### src/rtl/dcd_axil_slave_mem_if.sv
// ---------------------------------------------------------------------------
// dcd_axil_slave_mem_if
// AXI4-Lite bus bundle between the dcd M00_AXI master and the slave memory.
//   AW channel : S_AXI_AWADDR, S_AXI_AWPROT, S_AXI_AWVALID, S_AXI_AWREADY
//   W  channel : S_AXI_WDATA, S_AXI_WSTRB, S_AXI_WVALID, S_AXI_WREADY
//   B  channel : S_AXI_BRESP, S_AXI_BVALID, S_AXI_BREADY
//   AR channel : S_AXI_ARADDR, S_AXI_ARPROT, S_AXI_ARVALID, S_AXI_ARREADY
//   R  channel : S_AXI_RDATA, S_AXI_RRESP, S_AXI_RVALID, S_AXI_RREADY
// Modports: master (drives requests), slave (drives responses/readies).
// ---------------------------------------------------------------------------
interface dcd_axil_slave_mem_if #(
  parameter int DATA_W = 32,
  parameter int ADDR_W = 32
) ();
  logic [ADDR_W-1:0]   S_AXI_AWADDR;
  logic [2:0]          S_AXI_AWPROT;
  logic                S_AXI_AWVALID;
  logic                S_AXI_AWREADY;
  logic [DATA_W-1:0]   S_AXI_WDATA;
  logic [DATA_W/8-1:0] S_AXI_WSTRB;
  logic                S_AXI_WVALID;
  logic                S_AXI_WREADY;
  logic [1:0]          S_AXI_BRESP;
  logic                S_AXI_BVALID;
  logic                S_AXI_BREADY;
  logic [ADDR_W-1:0]   S_AXI_ARADDR;
  logic [2:0]          S_AXI_ARPROT;
  logic                S_AXI_ARVALID;
  logic                S_AXI_ARREADY;
  logic [DATA_W-1:0]   S_AXI_RDATA;
  logic [1:0]          S_AXI_RRESP;
  logic                S_AXI_RVALID;
  logic                S_AXI_RREADY;

  modport master (
    output S_AXI_AWADDR, S_AXI_AWPROT, S_AXI_AWVALID,
    input  S_AXI_AWREADY,
    output S_AXI_WDATA, S_AXI_WSTRB, S_AXI_WVALID,
    input  S_AXI_WREADY,
    input  S_AXI_BRESP, S_AXI_BVALID,
    output S_AXI_BREADY,
    output S_AXI_ARADDR, S_AXI_ARPROT, S_AXI_ARVALID,
    input  S_AXI_ARREADY,
    input  S_AXI_RDATA, S_AXI_RRESP, S_AXI_RVALID,
    output S_AXI_RREADY
  );

  modport slave (
    input  S_AXI_AWADDR, S_AXI_AWPROT, S_AXI_AWVALID,
    output S_AXI_AWREADY,
    input  S_AXI_WDATA, S_AXI_WSTRB, S_AXI_WVALID,
    output S_AXI_WREADY,
    output S_AXI_BRESP, S_AXI_BVALID,
    input  S_AXI_BREADY,
    input  S_AXI_ARADDR, S_AXI_ARPROT, S_AXI_ARVALID,
    output S_AXI_ARREADY,
    output S_AXI_RDATA, S_AXI_RRESP, S_AXI_RVALID,
    input  S_AXI_RREADY
  );
endinterface

### src/rtl/dcd_axil_slave_mem.sv
// ---------------------------------------------------------------------------
// dcd_axil_slave_mem
// AXI4-Lite slave responder backed by a small word-addressed memory.
// Independent AW/W capture, WSTRB byte-lane writes, 1-cycle read latency,
// SLVERR for accesses outside [BASE_ADDR, BASE_ADDR + 4*MEM_DEPTH).
// Ports:
//   ACLK       in   clock, rising edge
//   ARESETN    in   synchronous active-low reset (also clears the memory)
//   s_axi      slave modport of dcd_axil_slave_mem_if (AW/W/B/AR/R)
//   WR_COUNT   out  completed write responses, saturating
//   RD_COUNT   out  completed read responses, saturating
//   ERR_COUNT  out  SLVERR responses on either channel, saturating
// ---------------------------------------------------------------------------
module dcd_axil_slave_mem #(
  parameter int                            C_S_AXI_DATA_WIDTH = 32,
  parameter int                            C_S_AXI_ADDR_WIDTH = 32,
  parameter int                            MEM_DEPTH          = 16,
  parameter logic [C_S_AXI_ADDR_WIDTH-1:0] BASE_ADDR          = 32'h4000_0000
) (
  input  logic                        ACLK,
  input  logic                        ARESETN,
  dcd_axil_slave_mem_if.slave         s_axi,
  output logic [15:0]                 WR_COUNT,
  output logic [15:0]                 RD_COUNT,
  output logic [7:0]                  ERR_COUNT
);

  localparam int AW     = C_S_AXI_ADDR_WIDTH;
  localparam int DW     = C_S_AXI_DATA_WIDTH;
  localparam int SW     = DW / 8;
  localparam int IDX_W  = (MEM_DEPTH > 1) ? $clog2(MEM_DEPTH) : 1;
  localparam logic [1:0] RESP_OKAY   = 2'b00;
  localparam logic [1:0] RESP_SLVERR = 2'b10;

  // In range when at/above the base and the word offset fits the memory.
  // MEM_DEPTH is a power of two, so "idx < MEM_DEPTH" is "upper offset bits zero".
  function automatic logic addr_in_range(input logic [AW-1:0] addr);
    logic [AW-1:0] off;
    off = addr - BASE_ADDR;
    return (addr >= BASE_ADDR) && (off[AW-1:2+IDX_W] == {(AW-2-IDX_W){1'b0}});
  endfunction

  // Word index; byte offset bits [1:0] are ignored.
  function automatic logic [IDX_W-1:0] addr_index(input logic [AW-1:0] addr);
    logic [AW-1:0] off;
    off = addr - BASE_ADDR;
    return off[2 +: IDX_W];
  endfunction

  logic [DW-1:0]    r_mem [MEM_DEPTH];

  logic             r_aw_held;
  logic [AW-1:0]    r_awaddr;
  logic             r_w_held;
  logic [DW-1:0]    r_wdata;
  logic [SW-1:0]    r_wstrb;
  logic             r_awready;
  logic             r_wready;
  logic             r_bvalid;
  logic [1:0]       r_bresp;
  logic             r_arready;
  logic             r_rvalid;
  logic [DW-1:0]    r_rdata;
  logic [1:0]       r_rresp;
  logic [15:0]      r_wr_count;
  logic [15:0]      r_rd_count;
  logic [7:0]       r_err_count;

  logic             w_aw_hs;
  logic             w_w_hs;
  logic             w_b_hs;
  logic             w_ar_hs;
  logic             w_r_hs;
  logic             w_commit;
  logic [AW-1:0]    w_wr_addr;
  logic [DW-1:0]    w_wr_data;
  logic [SW-1:0]    w_wr_strb;
  logic             w_wr_in;
  logic [IDX_W-1:0] w_wr_idx;
  logic             w_rd_in;
  logic [IDX_W-1:0] w_rd_idx;
  logic             w_aw_held_nx;
  logic             w_w_held_nx;
  logic             w_bvalid_nx;
  logic             w_rvalid_nx;
  logic [1:0]       w_err_add;
  logic [8:0]       w_err_sum;
  logic [7:0]       w_err_nx;
  logic [15:0]      w_wr_nx;
  logic [15:0]      w_rd_nx;
  logic             w_unused;

  assign w_unused = ^{s_axi.S_AXI_AWPROT, s_axi.S_AXI_ARPROT};

  // Handshakes, write commit, next-state of hold/valid flags and counters.
  always_comb begin
    w_aw_hs   = s_axi.S_AXI_AWVALID && r_awready;
    w_w_hs    = s_axi.S_AXI_WVALID && r_wready;
    w_b_hs    = r_bvalid && s_axi.S_AXI_BREADY;
    w_ar_hs   = s_axi.S_AXI_ARVALID && r_arready;
    w_r_hs    = r_rvalid && s_axi.S_AXI_RREADY;
    // A half arriving this edge is used directly, so no extra cycle is spent.
    w_wr_addr = w_aw_hs ? s_axi.S_AXI_AWADDR : r_awaddr;
    w_wr_data = w_w_hs ? s_axi.S_AXI_WDATA : r_wdata;
    w_wr_strb = w_w_hs ? s_axi.S_AXI_WSTRB : r_wstrb;
    w_commit  = (r_aw_held || w_aw_hs) && (r_w_held || w_w_hs);
    w_wr_in   = addr_in_range(w_wr_addr);
    w_wr_idx  = addr_index(w_wr_addr);
    w_rd_in   = addr_in_range(s_axi.S_AXI_ARADDR);
    w_rd_idx  = addr_index(s_axi.S_AXI_ARADDR);

    if (w_commit) begin
      w_aw_held_nx = 1'b0;
      w_w_held_nx  = 1'b0;
    end else begin
      w_aw_held_nx = r_aw_held || w_aw_hs;
      w_w_held_nx  = r_w_held || w_w_hs;
    end

    if (w_commit) begin
      w_bvalid_nx = 1'b1;
    end else if (w_b_hs) begin
      w_bvalid_nx = 1'b0;
    end else begin
      w_bvalid_nx = r_bvalid;
    end

    if (w_ar_hs) begin
      w_rvalid_nx = 1'b1;
    end else if (w_r_hs) begin
      w_rvalid_nx = 1'b0;
    end else begin
      w_rvalid_nx = r_rvalid;
    end

    if (w_b_hs && (r_wr_count != 16'hFFFF)) begin
      w_wr_nx = r_wr_count + 16'd1;
    end else begin
      w_wr_nx = r_wr_count;
    end

    if (w_r_hs && (r_rd_count != 16'hFFFF)) begin
      w_rd_nx = r_rd_count + 16'd1;
    end else begin
      w_rd_nx = r_rd_count;
    end

    // Both channels can report SLVERR on the same edge: add 0..2, saturate.
    w_err_add = {1'b0, (w_b_hs && (r_bresp == RESP_SLVERR))}
              + {1'b0, (w_r_hs && (r_rresp == RESP_SLVERR))};
    w_err_sum = {1'b0, r_err_count} + {7'd0, w_err_add};
    if (w_err_sum[8]) begin
      w_err_nx = 8'hFF;
    end else begin
      w_err_nx = w_err_sum[7:0];
    end
  end

  // State, memory and registered outputs; readies derive from next-state flags.
  always_ff @(posedge ACLK) begin
    if (!ARESETN) begin
      r_aw_held   <= 1'b0;
      r_awaddr    <= {AW{1'b0}};
      r_w_held    <= 1'b0;
      r_wdata     <= {DW{1'b0}};
      r_wstrb     <= {SW{1'b0}};
      r_awready   <= 1'b0;
      r_wready    <= 1'b0;
      r_bvalid    <= 1'b0;
      r_bresp     <= RESP_OKAY;
      r_arready   <= 1'b0;
      r_rvalid    <= 1'b0;
      r_rdata     <= {DW{1'b0}};
      r_rresp     <= RESP_OKAY;
      r_wr_count  <= 16'd0;
      r_rd_count  <= 16'd0;
      r_err_count <= 8'd0;
      for (int i = 0; i < MEM_DEPTH; i++) begin
        r_mem[i] <= {DW{1'b0}};
      end
    end else begin
      r_aw_held   <= w_aw_held_nx;
      r_w_held    <= w_w_held_nx;
      r_bvalid    <= w_bvalid_nx;
      r_rvalid    <= w_rvalid_nx;
      r_awready   <= !w_aw_held_nx && !w_bvalid_nx;
      r_wready    <= !w_w_held_nx && !w_bvalid_nx;
      r_arready   <= !w_rvalid_nx;
      r_wr_count  <= w_wr_nx;
      r_rd_count  <= w_rd_nx;
      r_err_count <= w_err_nx;
      if (w_aw_hs) begin
        r_awaddr <= s_axi.S_AXI_AWADDR;
      end
      if (w_w_hs) begin
        r_wdata <= s_axi.S_AXI_WDATA;
        r_wstrb <= s_axi.S_AXI_WSTRB;
      end
      if (w_commit) begin
        r_bresp <= w_wr_in ? RESP_OKAY : RESP_SLVERR;
        if (w_wr_in) begin
          for (int b = 0; b < SW; b++) begin
            if (w_wr_strb[b]) begin
              r_mem[w_wr_idx][8*b +: 8] <= w_wr_data[8*b +: 8];
            end
          end
        end
      end
      // Same-edge write to the same word is not bypassed: old data is returned.
      if (w_ar_hs) begin
        r_rdata <= w_rd_in ? r_mem[w_rd_idx] : {DW{1'b0}};
        r_rresp <= w_rd_in ? RESP_OKAY : RESP_SLVERR;
      end
    end
  end

  assign s_axi.S_AXI_AWREADY = r_awready;
  assign s_axi.S_AXI_WREADY  = r_wready;
  assign s_axi.S_AXI_BVALID  = r_bvalid;
  assign s_axi.S_AXI_BRESP   = r_bresp;
  assign s_axi.S_AXI_ARREADY = r_arready;
  assign s_axi.S_AXI_RVALID  = r_rvalid;
  assign s_axi.S_AXI_RDATA   = r_rdata;
  assign s_axi.S_AXI_RRESP   = r_rresp;
  assign WR_COUNT            = r_wr_count;
  assign RD_COUNT            = r_rd_count;
  assign ERR_COUNT           = r_err_count;

endmodule

### src/flat_wrapper.sv
// flat-port wrapper written by rule: the top's interface ports become plain ports
module dcd_axil_slave_mem_flat 
#(
  parameter int                            C_S_AXI_DATA_WIDTH = 32,
  parameter int                            C_S_AXI_ADDR_WIDTH = 32,
  parameter int                            MEM_DEPTH          = 16,
  parameter logic [C_S_AXI_ADDR_WIDTH-1:0] BASE_ADDR          = 32'h4000_0000
)
  (ACLK, ARESETN, WR_COUNT, RD_COUNT, ERR_COUNT, s_axi_S_AXI_AWADDR, s_axi_S_AXI_AWPROT, s_axi_S_AXI_AWVALID, s_axi_S_AXI_AWREADY, s_axi_S_AXI_WDATA, s_axi_S_AXI_WSTRB, s_axi_S_AXI_WVALID, s_axi_S_AXI_WREADY, s_axi_S_AXI_BRESP, s_axi_S_AXI_BVALID, s_axi_S_AXI_BREADY, s_axi_S_AXI_ARADDR, s_axi_S_AXI_ARPROT, s_axi_S_AXI_ARVALID, s_axi_S_AXI_ARREADY, s_axi_S_AXI_RDATA, s_axi_S_AXI_RRESP, s_axi_S_AXI_RVALID, s_axi_S_AXI_RREADY);
  dcd_axil_slave_mem_if #(.DATA_W(32), .ADDR_W(32)) s_axi_i ();
  input  logic ACLK;
  input  logic ARESETN;
  output logic [15:0] WR_COUNT;
  output logic [15:0] RD_COUNT;
  output logic [7:0] ERR_COUNT;
  input wire logic [$bits(s_axi_i.S_AXI_AWADDR)-1:0] s_axi_S_AXI_AWADDR;
  input wire logic [$bits(s_axi_i.S_AXI_AWPROT)-1:0] s_axi_S_AXI_AWPROT;
  input wire logic [$bits(s_axi_i.S_AXI_AWVALID)-1:0] s_axi_S_AXI_AWVALID;
  output wire logic [$bits(s_axi_i.S_AXI_AWREADY)-1:0] s_axi_S_AXI_AWREADY;
  input wire logic [$bits(s_axi_i.S_AXI_WDATA)-1:0] s_axi_S_AXI_WDATA;
  input wire logic [$bits(s_axi_i.S_AXI_WSTRB)-1:0] s_axi_S_AXI_WSTRB;
  input wire logic [$bits(s_axi_i.S_AXI_WVALID)-1:0] s_axi_S_AXI_WVALID;
  output wire logic [$bits(s_axi_i.S_AXI_WREADY)-1:0] s_axi_S_AXI_WREADY;
  output wire logic [$bits(s_axi_i.S_AXI_BRESP)-1:0] s_axi_S_AXI_BRESP;
  output wire logic [$bits(s_axi_i.S_AXI_BVALID)-1:0] s_axi_S_AXI_BVALID;
  input wire logic [$bits(s_axi_i.S_AXI_BREADY)-1:0] s_axi_S_AXI_BREADY;
  input wire logic [$bits(s_axi_i.S_AXI_ARADDR)-1:0] s_axi_S_AXI_ARADDR;
  input wire logic [$bits(s_axi_i.S_AXI_ARPROT)-1:0] s_axi_S_AXI_ARPROT;
  input wire logic [$bits(s_axi_i.S_AXI_ARVALID)-1:0] s_axi_S_AXI_ARVALID;
  output wire logic [$bits(s_axi_i.S_AXI_ARREADY)-1:0] s_axi_S_AXI_ARREADY;
  output wire logic [$bits(s_axi_i.S_AXI_RDATA)-1:0] s_axi_S_AXI_RDATA;
  output wire logic [$bits(s_axi_i.S_AXI_RRESP)-1:0] s_axi_S_AXI_RRESP;
  output wire logic [$bits(s_axi_i.S_AXI_RVALID)-1:0] s_axi_S_AXI_RVALID;
  input wire logic [$bits(s_axi_i.S_AXI_RREADY)-1:0] s_axi_S_AXI_RREADY;
  assign s_axi_i.S_AXI_AWADDR = s_axi_S_AXI_AWADDR;
  assign s_axi_i.S_AXI_AWPROT = s_axi_S_AXI_AWPROT;
  assign s_axi_i.S_AXI_AWVALID = s_axi_S_AXI_AWVALID;
  assign s_axi_S_AXI_AWREADY = s_axi_i.S_AXI_AWREADY;
  assign s_axi_i.S_AXI_WDATA = s_axi_S_AXI_WDATA;
  assign s_axi_i.S_AXI_WSTRB = s_axi_S_AXI_WSTRB;
  assign s_axi_i.S_AXI_WVALID = s_axi_S_AXI_WVALID;
  assign s_axi_S_AXI_WREADY = s_axi_i.S_AXI_WREADY;
  assign s_axi_S_AXI_BRESP = s_axi_i.S_AXI_BRESP;
  assign s_axi_S_AXI_BVALID = s_axi_i.S_AXI_BVALID;
  assign s_axi_i.S_AXI_BREADY = s_axi_S_AXI_BREADY;
  assign s_axi_i.S_AXI_ARADDR = s_axi_S_AXI_ARADDR;
  assign s_axi_i.S_AXI_ARPROT = s_axi_S_AXI_ARPROT;
  assign s_axi_i.S_AXI_ARVALID = s_axi_S_AXI_ARVALID;
  assign s_axi_S_AXI_ARREADY = s_axi_i.S_AXI_ARREADY;
  assign s_axi_S_AXI_RDATA = s_axi_i.S_AXI_RDATA;
  assign s_axi_S_AXI_RRESP = s_axi_i.S_AXI_RRESP;
  assign s_axi_S_AXI_RVALID = s_axi_i.S_AXI_RVALID;
  assign s_axi_i.S_AXI_RREADY = s_axi_S_AXI_RREADY;
  dcd_axil_slave_mem #(.C_S_AXI_DATA_WIDTH(C_S_AXI_DATA_WIDTH), .C_S_AXI_ADDR_WIDTH(C_S_AXI_ADDR_WIDTH), .MEM_DEPTH(MEM_DEPTH), .BASE_ADDR(BASE_ADDR)) u_core (.ACLK(ACLK), .ARESETN(ARESETN), .s_axi(s_axi_i), .WR_COUNT(WR_COUNT), .RD_COUNT(RD_COUNT), .ERR_COUNT(ERR_COUNT));
endmodule
### config.mk
export PLATFORM = sky130hd
export DESIGN_NAME = dcd_axil_slave_mem_flat
export DESIGN_NICKNAME = d
export VERILOG_FILES = /design/src/rtl/dcd_axil_slave_mem_if.sv /design/src/rtl/dcd_axil_slave_mem.sv /design/src/flat_wrapper.sv
export SDC_FILE = /design/constraint.sdc
export NUM_CORES = 1
export LEC_CHECK = 0
export CAP_MARGIN = 20
export CORE_UTILIZATION = 35
export CTS_CLUSTER_DIAMETER = 60
export DETAILED_ROUTE_END_ITERATION = 8
export HOLD_SLACK_MARGIN = 0.05
export MAX_ROUTING_LAYER = met4
export SETUP_SLACK_MARGIN = 0.4
export SYNTH_ARGS = -nofsm -noshare
export SYNTH_HDL_FRONTEND = slang
export SYNTH_SLANG_ARGS = --single-unit
export TNS_END_PERCENT = 20
### constraint.sdc
create_clock -name ACLK -period 4.7 [get_ports ACLK]
set_clock_uncertainty 0.2 [all_clocks]
set_input_delay 0.94 -clock ACLK [delete_from_list [all_inputs] [get_ports ACLK]]
set_output_delay 0.94 -clock ACLK [all_outputs]
set_load 0.02 [all_outputs]
==> flow_summary.json <==
{
  "post_cts_buffers": 0,
  "ff2ff_setup_slack_ps": 1430,
  "setup_ws_ps": 970,
  "pwr_density_cell_nw_per_um2": 373,
  "hold_viol": 0,
  "worst_setup_path_end_kind": "flop",
  "ant_nets": 0,
  "initial_core_util_pct": 35.4,
  "first_pass_iters": 5,
  "yosysMostFrequentCell": "edfxtp_1",
  "max_slew_margin_pct": 37.2,
  "grt_use_total_pct": 19.3,
  "power.total_mw": 13.2,
  "crit_family": "simple AND/OR/NAND/NOR gates",
  "drive_above_1_share_pct": 22.3,
  "synth_edf_count": 512,
  "min-delay-start": "u_core.r_awaddr[27]",
  "cp_num_buf_inv": 2,
  "grt_max_degree": 79,
  "drcViolationCount": 0,
  "yosysSeqAreaShare_pct": 62.9,
  "grt_pass1_vias": 19938,
  "fp.dieH_um": 290,
  "cp_data_required_time_ps": 4820,
  "num_rows": 105,
  "die_area_um2": 84300,
  "synth_area_leaders": "edfxtp_1 (53%), dfxtp_1 (10%), mux4_2 (9.9%)",
  "max_slew.worst_pin.slew_ps": 942,
  "gr-total-overflow": 0,
  "numCtsBuffers": 71,
  "whs_path_depth": 2,
  "die_x_um": 290,
  "slowest_delay_ps": 550,
  "placed_cells": 3425,
  "slowest_stage": "clkdlybuf4s50_1",
  "hpwl_mm": 52.7,
  "synth_flop_cell": "edfxtp_1",
  "fmax_ghz": 0.268,
  "synth_top_area_share_pct": 52.8,
  "wl_per_cell_um": 22.4,
  "yosysUniqueCellTypes": 55,
  "leakagePower_nw": 11.4,
  "path_clk_slew_ps": 60,
  "wirelength_mm": 79.8,
  "cts_sinks": 659,
  "crit_fanout": 10,
  "fin_nets": 2545,
  "finalMaxSlewViolations": 0,
  "cts_resized": 0,
  "worst-r2r-cell-count": 6,
  "setup_viol_count_final": 0,
  "synth_common_cells": "edfxtp_1 (512), nor3_1 (426), nand2_1 (180)",
  "setup.worst_path.start_class": "input port",
  "num_vias": 19595,
  "via_per_inst": 5.51,
  "portBuffers": 181,
  "antenna_found_initial": 3,
  "vdd_drop_max_mv": 0.222,
  "synthToLayoutAreaGrowth_pct": 21.3,
  "yosysWarnings": 0,
  "cts_hold_buf": 0,
  "yosysTopAreaCell": "edfxtp_1",
  "hp-class": "reg2reg",
  "drt_iter0_drc": 1759,
  "gp_congestion": 0.826,
  "core-area_um2": 82200,
  "tns_ps": 0,
  "cts_tree": "yes",
  "cp.arrival_ps": 3850,
  "synth.ff_latch_count": 659,
  "timing.rr.start": "u_core.s_axi.S_AXI_AWREADY",
  "rsz0062_at_grt": "false",
  "async_flop_share_pct": 0,
  "period_needed_ps": 3730,
  "outcome": "finished clean",
  "grt_pass1_wl_mm": 121,
  "syn_inst": 2174,
  "clk_latency_ps": 620,
  "htreeDepth": 3,
  "final_cell_count_no_fill": 3558,
  "avgSynthCellArea_um2": 13.4,
  "crit_type": "in2reg",
  "io_pins": 194,
  "r2r-end": "u_core.r_mem[8][18]",
  "cts_root_buf": "clkbuf_16",
  "pre_cts_ws_ps": 449,
  "holdPathEnd": "u_core.r_awaddr[27]",
  "syn_area_um2": 29100,
  "max_cap_viol_count": 0,
  "cts_buffer_depth": 3,
  "path_cells": "clkdlybuf4s50_1, and2_1, o31a_1, nor2_1, nand2_1, o21ai_0, buf_4",
  "finalCritPeriodShare_pct": 79.4
}
state kept, by name, indices dropped and copies added (netlist names), 4 cells and up:
register,cells
u_core.r_wdata,32
u_core.RD_COUNT,16
u_core.r_awaddr,30
u_core.WR_COUNT,16
u_core.r_mem,512
u_core.r_wstrb,4
u_core.ERR_COUNT,8
u_core.s_axi.S_AXI_RDATA,32
tightest hold or removal path, stage by stage (launching register included):
cell	delay, ps
dfxtp_1	310
nand2_1	50
a21oi_1	50
report_power, final:
part           internal, mW  total (mW)  switching [mW]
combinational         0.411        1.04           0.632
clock                  3.27        5.63            2.36
sequential             6.44        6.50          0.0649
metrics by stage:
| step | cell area, µm² | util [%] | hold slack (ps) |
|---|---|---|---|
| floorplan | 29100 | - | 231 |
| global placement | 33000 | 40.1 | 243 |
| detailed placement | 33000 | 40.1 | 246 |
| CTS | 35300 | 42.9 | 255 |
| global route | 35300 | 42.9 | 275 |
| finish | 35300 | 42.9 | 255 |
final cells by class:
class                   count  area, µm²
fillers                  7434      46900
well taps                1070       1340
clock inverters            38        368
diodes                      3       7.51
inverters                   8       32.5
clock buffers              92       1970
flip-flops and latches    659      18300
repair buffers            364       3280
multi-input cells        1324       9980
cells by family (layout without fill, tap and decap cells):
kind of cell               after synthesis  count (layout)  synth area share [%]
buffers and inverters                  192             502                  3.15
DFF                                    659             659                  62.9
other                                    1               5                0.0129
and+or+nand+nor                        892             892                  16.5
muxes                                  162             162                  11.1
adders and majority gates                4               4                 0.198
AOI/OAI and AO/OA                      239             239                  5.36
xor gates and xnor gates                25              25                 0.752
routing by layer:
metal,part of all wire [%],track usage (%),vias to the layer above
li1,-,-,8939
met1,42,24.5,9924
met2,50,31.8,614
met4,2.6,6.85,0
met3,5.4,2.61,118
met5,0,-,-
cell usage in the layout (no fill, tap or decap), drive strengths merged, types with 62 or more instances in the layout:
cell type,instances
a22oi,62
buf,185
clkbuf,93
clkdlybuf4s50,178
dfxtp,147
edfxtp,512
mux4,128
nand2,181
nor2,80
nor3,526
o21ai,69
worst max-delay path by stage:
stage	slack [ps]	cells past startpoint	from	endpoint
floorplan	1260	6	s_axi_S_AXI_AWADDR[27]	u_core.r_mem[4][24]
global placement	540	7	s_axi_S_AXI_AWVALID	u_core.r_mem[13][24]
detailed placement	450	7	s_axi_S_AXI_AWVALID	u_core.r_mem[0][18]
CTS	1090	7	s_axi_S_AXI_AWVALID	u_core.r_mem[13][25]
global route	920	9	s_axi_S_AXI_AWVALID	u_core.r_mem[9][18]
finish	970	7	s_axi_S_AXI_AWVALID	u_core.r_mem[13][25]
No activity file was read; power rests on OpenSTA's default activity.
